### config.mk
export PLATFORM = sky130hd
export DESIGN_NAME = calc_operand_sequencer
export DESIGN_NICKNAME = d
export VERILOG_FILES = /design/src/rtl/calc_operand_sequencer.sv
export SDC_FILE = /design/constraint.sdc
export NUM_CORES = 1
export LEC_CHECK = 0
export CAP_MARGIN = 10
export CELL_PAD_IN_SITES_DETAIL_PLACEMENT = 2
export CELL_PAD_IN_SITES_GLOBAL_PLACEMENT = 2
export CORE_UTILIZATION = 33
export CTS_CLUSTER_DIAMETER = 120
export CTS_CLUSTER_SIZE = 28
export DETAILED_ROUTE_END_ITERATION = 16
export PLACE_DENSITY_LB_ADDON = 0.2
export SYNTH_ARGS = -nofsm -noshare
export SYNTH_HDL_FRONTEND = slang
export SYNTH_SLANG_ARGS = --single-unit
### constraint.sdc
create_clock -name clk -period 3.3 [get_ports clk]
set_input_delay 0.33 -clock clk [delete_from_list [all_inputs] [get_ports clk]]
set_output_delay 0.33 -clock clk [all_outputs]
set_load 0.01 [all_outputs]
### src/rtl/calc_operand_sequencer.sv
// -----------------------------------------------------------------------------
// calc_operand_sequencer
//   Front-end control stage for the three-number calculator. Synchronises and
//   edge-detects the raw "enter" button, captures operands A, B, C and operator
//   codes op1, op2 from the switches, then evaluates (A op1 B) op2 C over two
//   cycles and holds the result with an overflow flag.
//
// Ports:
//   clk          system clock, rising edge
//   rst_n        asynchronous active-low reset
//   enter_raw    asynchronous push-button, active-high
//   clear        synchronous soft clear, active-high (wins over enter)
//   operand_in   WIDTH-1 bit two's-complement operand switches
//   op_in        operator: 00 add, 01 sub, 10 AND, 11 OR
//   result       WIDTH bit two's-complement final value
//   ovf          final value outside the (WIDTH-1)-bit signed range
//   result_valid high in DONE
//   busy         high in CALC1/CALC2
//   stage        current state code for LEDs
// -----------------------------------------------------------------------------
module calc_operand_sequencer #(
  parameter int WIDTH       = 11,
  parameter int SYNC_STAGES = 2
) (
  input  logic             clk,
  input  logic             rst_n,
  input  logic             enter_raw,
  input  logic             clear,
  input  logic [WIDTH-2:0] operand_in,
  input  logic [1:0]       op_in,
  output logic [WIDTH-1:0] result,
  output logic             ovf,
  output logic             result_valid,
  output logic             busy,
  output logic [2:0]       stage
);

  typedef enum logic [2:0] {
    IDLE  = 3'd0,
    GET_B = 3'd1,
    GET_C = 3'd2,
    CALC1 = 3'd3,
    CALC2 = 3'd4,
    DONE  = 3'd5
  } state_t;

  localparam logic [1:0] OP_ADD = 2'b00;
  localparam logic [1:0] OP_SUB = 2'b01;
  localparam logic [1:0] OP_AND = 2'b10;

  // Bounds of the operand-width signed range, expressed in the widened f width.
  localparam logic signed [WIDTH:0] F_MAX = (WIDTH+1)'(2**(WIDTH-2) - 1);
  localparam logic signed [WIDTH:0] F_MIN = ~F_MAX;

  state_t state_q, state_d;

  logic [SYNC_STAGES-1:0] sync_q, sync_d;
  logic                   sync_dly_q, sync_dly_d;
  logic                   enter_pulse;

  logic signed [WIDTH-1:0] a_q, a_d, b_q, b_d, c_q, c_d, r1_q, r1_d;
  logic signed [WIDTH-1:0] result_q, result_d;
  logic [1:0]              op1_q, op1_d, op2_q, op2_d;
  logic                    ovf_q, ovf_d;

  logic signed [WIDTH-1:0] operand_sext;
  logic signed [WIDTH-1:0] r1_calc;
  logic signed [WIDTH:0]   r1_x, c_x, f;

  assign enter_pulse  = sync_q[SYNC_STAGES-1] & ~sync_dly_q;
  assign operand_sext = {operand_in[WIDTH-2], operand_in};

  // First step fits in WIDTH bits exactly; second step widens by one bit so
  // the range test sees the true value before truncation.
  always_comb begin
    r1_calc = '0;
    case (op1_q)
      OP_ADD:  r1_calc = a_q + b_q;
      OP_SUB:  r1_calc = a_q - b_q;
      OP_AND:  r1_calc = a_q & b_q;
      default: r1_calc = a_q | b_q;
    endcase
  end

  always_comb begin
    r1_x = {r1_q[WIDTH-1], r1_q};
    c_x  = {c_q[WIDTH-1], c_q};
    f    = '0;
    case (op2_q)
      OP_ADD:  f = r1_x + c_x;
      OP_SUB:  f = r1_x - c_x;
      OP_AND:  f = r1_x & c_x;
      default: f = r1_x | c_x;
    endcase
  end

  always_comb begin
    state_d    = state_q;
    sync_d     = {sync_q[SYNC_STAGES-2:0], enter_raw};
    sync_dly_d = sync_q[SYNC_STAGES-1];
    a_d        = a_q;
    b_d        = b_q;
    c_d        = c_q;
    r1_d       = r1_q;
    op1_d      = op1_q;
    op2_d      = op2_q;
    result_d   = result_q;
    ovf_d      = ovf_q;

    case (state_q)
      IDLE: if (enter_pulse) begin
        a_d     = operand_sext;
        op1_d   = op_in;
        state_d = GET_B;
      end
      GET_B: if (enter_pulse) begin
        b_d     = operand_sext;
        op2_d   = op_in;
        state_d = GET_C;
      end
      GET_C: if (enter_pulse) begin
        c_d     = operand_sext;
        state_d = CALC1;
      end
      CALC1: begin
        r1_d    = r1_calc;
        state_d = CALC2;
      end
      CALC2: begin
        result_d = f[WIDTH-1:0];
        ovf_d    = (f > F_MAX) || (f < F_MIN);
        state_d  = DONE;
      end
      DONE: if (enter_pulse) state_d = IDLE;
      default: state_d = IDLE;
    endcase

    // Overrides whatever the state machine chose, including a coincident pulse.
    if (clear) begin
      state_d  = IDLE;
      a_d      = '0;
      b_d      = '0;
      c_d      = '0;
      r1_d     = '0;
      op1_d    = '0;
      op2_d    = '0;
      result_d = '0;
      ovf_d    = 1'b0;
    end
  end

  always_ff @(posedge clk or negedge rst_n) begin
    if (!rst_n) begin
      state_q    <= IDLE;
      sync_q     <= '0;
      sync_dly_q <= 1'b0;
      a_q        <= '0;
      b_q        <= '0;
      c_q        <= '0;
      r1_q       <= '0;
      op1_q      <= '0;
      op2_q      <= '0;
      result_q   <= '0;
      ovf_q      <= 1'b0;
    end else begin
      state_q    <= state_d;
      sync_q     <= sync_d;
      sync_dly_q <= sync_dly_d;
      a_q        <= a_d;
      b_q        <= b_d;
      c_q        <= c_d;
      r1_q       <= r1_d;
      op1_q      <= op1_d;
      op2_q      <= op2_d;
      result_q   <= result_d;
      ovf_q      <= ovf_d;
    end
  end

  assign result       = result_q;
  assign ovf          = ovf_q;
  assign stage        = state_q;
  assign result_valid = (state_q == DONE);
  assign busy         = (state_q == CALC1) || (state_q == CALC2);

endmodule

; Word level (Yosys, flattened, before mapping)
; Index checks and enable logic that the tools add are counted.
[op_classes]
addsub = 4
mul = 0
n_div = 0
n_lt_le_gt_ge = 2
n_eq_ne = 13
shifts = 0
mux = 26
bitwise_logic = 6
n_reduce_logical = 15
[ops]
columns = operator, n
row1 = 11-bit two-way mux, 11
row2 = 12-bit one-hot mux with 3 select lines, 1
row3 = 11-bit one-hot mux with 3 select lines, 1
row4 = 11-bit bitwise AND, 2
row5 = 11-bit bitwise OR, 2
row6 = 3-bit one-hot mux with 6 select lines, 1
row7 = 3-bit two-way mux, 5
row8 = 11-bit by 11-bit adder with 12-bit output, 1
row9 = 12-bit by 10-bit > comparator with 1-bit output (second input constant), 1
row10 = 12-bit by 10-bit < comparator with 1-bit output (second input constant), 1
row11 = 2-bit nonzero test, 6
row12 = 11-bit by 11-bit subtractor with 12-bit output, 1
row13 = 11-bit adder, 1
row14 = 11-bit subtractor, 1
row15 = 2-bit two-way mux, 5
row16 = 3-bit inequality test (second input constant), 3
row17 = 3-bit by 2-bit == test with 1-bit output (second input constant), 2
row18 = 3-bit == test (second input constant), 2
row19 = 2-bit AND reduction, 3
row20 = 2-bit by 1-bit == test with 1-bit output (second input constant), 2
row21 = 2-bit == test (second input constant), 2
row22 = 2-bit logical NOT, 2
row23 = 4-bit AND reduction, 1
row24 = 3-bit by 1-bit == test with 1-bit output (second input constant), 1
row25 = other kinds (6), 8
[word_totals]
register_bits = 66
latch_bits = 0
mem_bits_rw = 0
rom_bits = 0
in_bits = 16
output_inout_bits = 17
word_cells = 77
n_memories = 0

; Logic depth before layout (Yosys ltp)
[depth]
word_depth = 6
depth_mapped = 15
depth_no_buf = 15

; Worst setup path before layout
; OpenSTA, ideal clock, no wires.
[synth_path]
kind = reg-to-reg
start = register op2_q[0]
end = register ovf_q (netlist: ovf)
setup_time_ns = 0.087
t_arrival_ns = 2.965
required_time_ns = 3.213
slack_ns = 0.248
path_stages_with_launch = 15
path_buffers = 2
period_less_slack_ns = 3.052
path_cell_list = dfrtp_1 -> clkbuf_1 -> nor2b_1 -> clkbuf_1 -> a21oi_1 -> xnor2_1 -> ha_1 -> or2_0 -> a21oi_1 -> a21oi_2 -> a211oi_4 -> mux2i_1 -> o2bb2ai_1 -> o211a_1 -> a211oi_2
[synth_via]
elab_chain_cells = 6
elab_cells_between_ends = 9
cone_classes = order compare (2) / eq/ne (2) / mux (3) / reduce/logical (2)
[synth_rtl]
columns = element, line_no
row1 = start: declaration, 63  ; logic [1:0] op1_q, op1_d, op2_q, op2_d;
row2 = start signal: assignment, 174  ; op2_q <= op2_d;
row3 = "2-bit == test, or another cell as far along", 89  ; case (op2_q)
row4 = 12-bit one-hot mux with 3 select lines (*), 89
row5 = 12-bit by 10-bit > comparator with 1-bit output / 12-bit by 10-bit < comparator with 1-bit output (equally long branches), 131  ; ovf_d = (f > F_MAX) || (f < F_MIN);
row6 = 1-bit logical OR (*), 131
row7 = 1-bit two-way mux (*), 110  ; case (state_q)
row8 = 1-bit two-way mux (*), 139  ; if (clear) begin
row9 = end signal: assignment, 176  ; ovf_q <= ovf_d;
row10 = end: declaration, 64  ; logic ovf_q, ovf_d;
; Mark *: on every way between the ends. The rest lies on a longest branch, timed or not. The select of a mux whose other input is x is not followed.
; A chain may end at the register's enable or synchronous reset.

; Worst setup path in the final report
[layout_path]
start = register op1_q[1]
end = register r1_q[8]
[layout_via]
elab_chain_cells = 4
elab_cells_between_ends = 6
cone_classes = eq/ne (2) / mux (3) / reduce/logical (1)
[layout_rtl]
columns = element, line_no
row1 = start: declaration, 63
row2 = start signal: assignment, 173  ; op1_q <= op1_d;
row3 = "2-bit == test, or another cell as far along", 77  ; case (op1_q)
row4 = 11-bit one-hot mux with 3 select lines (*), 77
row5 = 11-bit two-way mux (*), 110
row6 = 11-bit two-way mux (*), 139
row7 = end signal: assignment, 172  ; r1_q <= r1_d;
row8 = end: declaration, 61  ; logic signed [WIDTH-1:0] a_q, a_d, b_q, b_d, c_q, c_d, r1_q, r1_d;
; Marks and branches as above.

==> flow_summary.toml <==
[status]
status = "completed"

[yosys]
synth_cell_type_count = 53
synth.net_count = 555
synth_area_um2 = 4384
synth_edf_count = 0
synth_area_leaders = "dfrtp_1 36%, ha_1 7.7%, mux2i_1 5.9%, nor2_1 5.5%, nand2_1 5.3%"
netlist_instances = 510
synth_top_area_share_pct = 35.96
yosysWarnings = 0
synth_common_cells = "64 x nor2_1, 63 x dfrtp_1, 62 x nand2_1, 46 x a21oi_1, 27 x ha_1"
async_reset_ff_share_pct = 100.0
yosys.area.top_type = "dfrtp_1"
synth_ff_type = "dfrtp_1"
yosysSeqAreaShare_pct = 35.96
syn_avg_cell_area_um2 = 8.596
ys_seq_elements = 63
yosysMostFrequentCell = "nor2_1"

[critical_path]
r2r_cells = 12
startpoint_type = "register"
worstSetupPathType = "reg -> reg"
cp.required_ps = 3550
reg2reg_to = "r1_q[8]$_DFFE_PN0P_"
regToRegStartpoint = "op1_q[1]$_DFFE_PN0P_"
r2r_slack_ps = 240
critical_path_arrival_ps = 3300
crit_path_end_kind = "register"
path_max_fanout = 11

[final_layout]
antenna_cells = 0
nets = 586
syn_to_final_growth_pct = 20.43
final_cells = 718
final_core_util_pct = 41.34
nFillCells = 1436
design_area_um2 = 5280
drive_above_1_share_pct = 8.242

[worst_hold_path]
hold_path.class = "in -> async"

[power_and_ir_drop]
p_leak_nw = 2.393
pwr-share-clk_pct = 46.1
ir_worst_vdd_uv = 202.1
p_seq_share_pct = 35.2
switching_share_pct = 27.80
switchingPower_mw = 0.6366
total_power_mw = 2.290
p_comb_share_pct = 18.7
intPower_mw = 1.654
powerDensity_nw_per_um2 = 433.8

[place]
place_hpwl_um = 10400
finalWeightedCongestion = 0.8479
pre_cts_ws_ps = 104.3
dp.cells = 702
dpl-instance-area_um2 = 4925
place.port_buffers = 32

[timing]
period_share_pct = 92.60
setup_viol = 0
period_needed_ps = 3056
hold_violations = 0
tns_ps = 0
setup_ws_ps = 244.3
finalMaxSlewViolations = 0
max_freq_mhz = 327.3
fin_hold_ws_ps = 164.7
slew_headroom_pct = 31.51
tightest_slew_ps = 1027
fin_skew_ps = 5.444

[clocking]
ctsResizeCount = 0
cts_tree = "built"
cts_root_buffer = "clkbuf_16"
cts_setup_buffers = 0
clk_pin_slew_ps = 60
clk_latency_ps = 340
cts_sinks = 63
ctsHoldBuffers = 0
numCtsBuffers = 9
cts_buffer_depth = 2
cts-htree-levels = 3

[route]
avgViaCountPerCell = 5.398
num_vias = 3876
ant_nets = 0
routedWlPerCell_um = 18.88
route.detailed.drc = 0
firstDrtPassIters = 4
wirelength_um = 13560
drt_iter0_drc = 102

[die]
initial_core_util_pct = 34.32
die_height_um = 117.3
pin_count = 33
rows = 41
fp.dieW_um = 117.3
die_area_um2 = 13750
core_um2 = 12770

[grt]
grt-ovfl-total = 0
antenna_found_initial = 0
grt_pass1_vias = 4263
grt_max_degree = 45
gr-usage-all-layers_pct = 22.32
grt_pass1_wl_um = 22710

[run]
max_cap_violations = 0
==> power by group through the flow <==
stage	Combinational (mW)	Clock [mW]	Sequential (mW)
finish	0.429	1.06	0.806
global placement	0.411	0	0.818
global route	0.480	1.11	0.808
floorplan	0.294	0	0.813
CTS	0.432	1.08	0.806
detailed placement	0.427	0	0.820
==> cell usage in the layout, fill, tap and decap left out, drive strengths merged, types with 7 or more instances in the layout <==
cell	instances
dfrtp	63
nor2b	10
clkdlybuf4s50	31
and3	7
ha	27
o21a	7
inv	26
maj3	14
nand2	62
nor3	15
mux2i	26
clkbuf	14
a22o	8
a21oi	47
buf	13
nor2	64
xnor2	21
o21ai	26
o31ai	8
==> per-layer routing <==
layer / wire length [um] / global-route usage (%) / share of wire (%) / up-vias
met5: 0 / 0 / 0 / -
met4: 218 / 7.257 / 1.6 / 0
met3: 283 / 3.913 / 2.1 / 15
met2: 6991 / 39.88 / 52 / 35
met1: 6065 / 27.07 / 45 / 1978
li1: - / - / - / 1848
==> worst max path at each step <==
stage | endpoint | start
3_5_place_dp | ovf$_DFFE_PN0P_ | c_q[0]$_DFFE_PN0P_
6_report | r1_q[8]$_DFFE_PN0P_ | op1_q[1]$_DFFE_PN0P_
3_3_place_gp | ovf$_DFFE_PN0P_ | c_q[0]$_DFFE_PN0P_
2_1_floorplan | ovf$_DFFE_PN0P_ | op2_q[0]$_DFFE_PN0P_
4_1_cts | ovf$_DFFE_PN0P_ | c_q[0]$_DFFE_PN0P_
5_1_grt | ovf$_DFFE_PN0P_ | c_q[3]$_DFFE_PN0P_
==> registers in the layout, summed over array words and instances, names as in the netlist, 2 cells and up <==
register / cells
stage: 3
c_q: 10
r1_q: 11
op1_q: 2
a_q: 10
sync_q: 2
b_q: 10
op2_q: 2
result: 11
==> kinds of logic after synthesis <==
group / count (synthesis) / share of synthesized area (%)
AOI/OAI and AO/OA: 125 / 18.55
xor gates and xnor gates: 23 / 4.595
adders and majority gates: 43 / 11.81
buffers and inverters: 50 / 4.395
DFF: 63 / 35.96
muxes: 29 / 6.707
and+or+nand+nor: 177 / 17.98
==> cell type report <==
| class | count | area, um2 | share of cell area (%) |
|---|---|---|---|
| Clock inverter | 2 | 35.03 | 0.6635 |
| Timing Repair Buffer | 44 | 405.4 | 7.678 |
| Sequential cell | 63 | 1578 | 29.88 |
| Multi-Input combinational cell | 397 | 2655 | 50.28 |
| Clock buffer | 14 | 294.0 | 5.569 |
| Inverter | 26 | 97.59 | 1.848 |
| Tap cell | 172 | 215.2 | 4.076 |
==> critical path, cell delays in order, from the launching register on <==
cell	delay, ps
dfrtp_1	390
nor2b_1	150
buf_4	210
mux2_2	380
fa_1	440
nor2b_1	160
o21ai_1	80
a21boi_0	270
o21ai_0	150
a21boi_1	270
o21a_1	170
nor3_1	60
o31ai_1	220
Note: power is estimated with default switching activity, not from simulation.
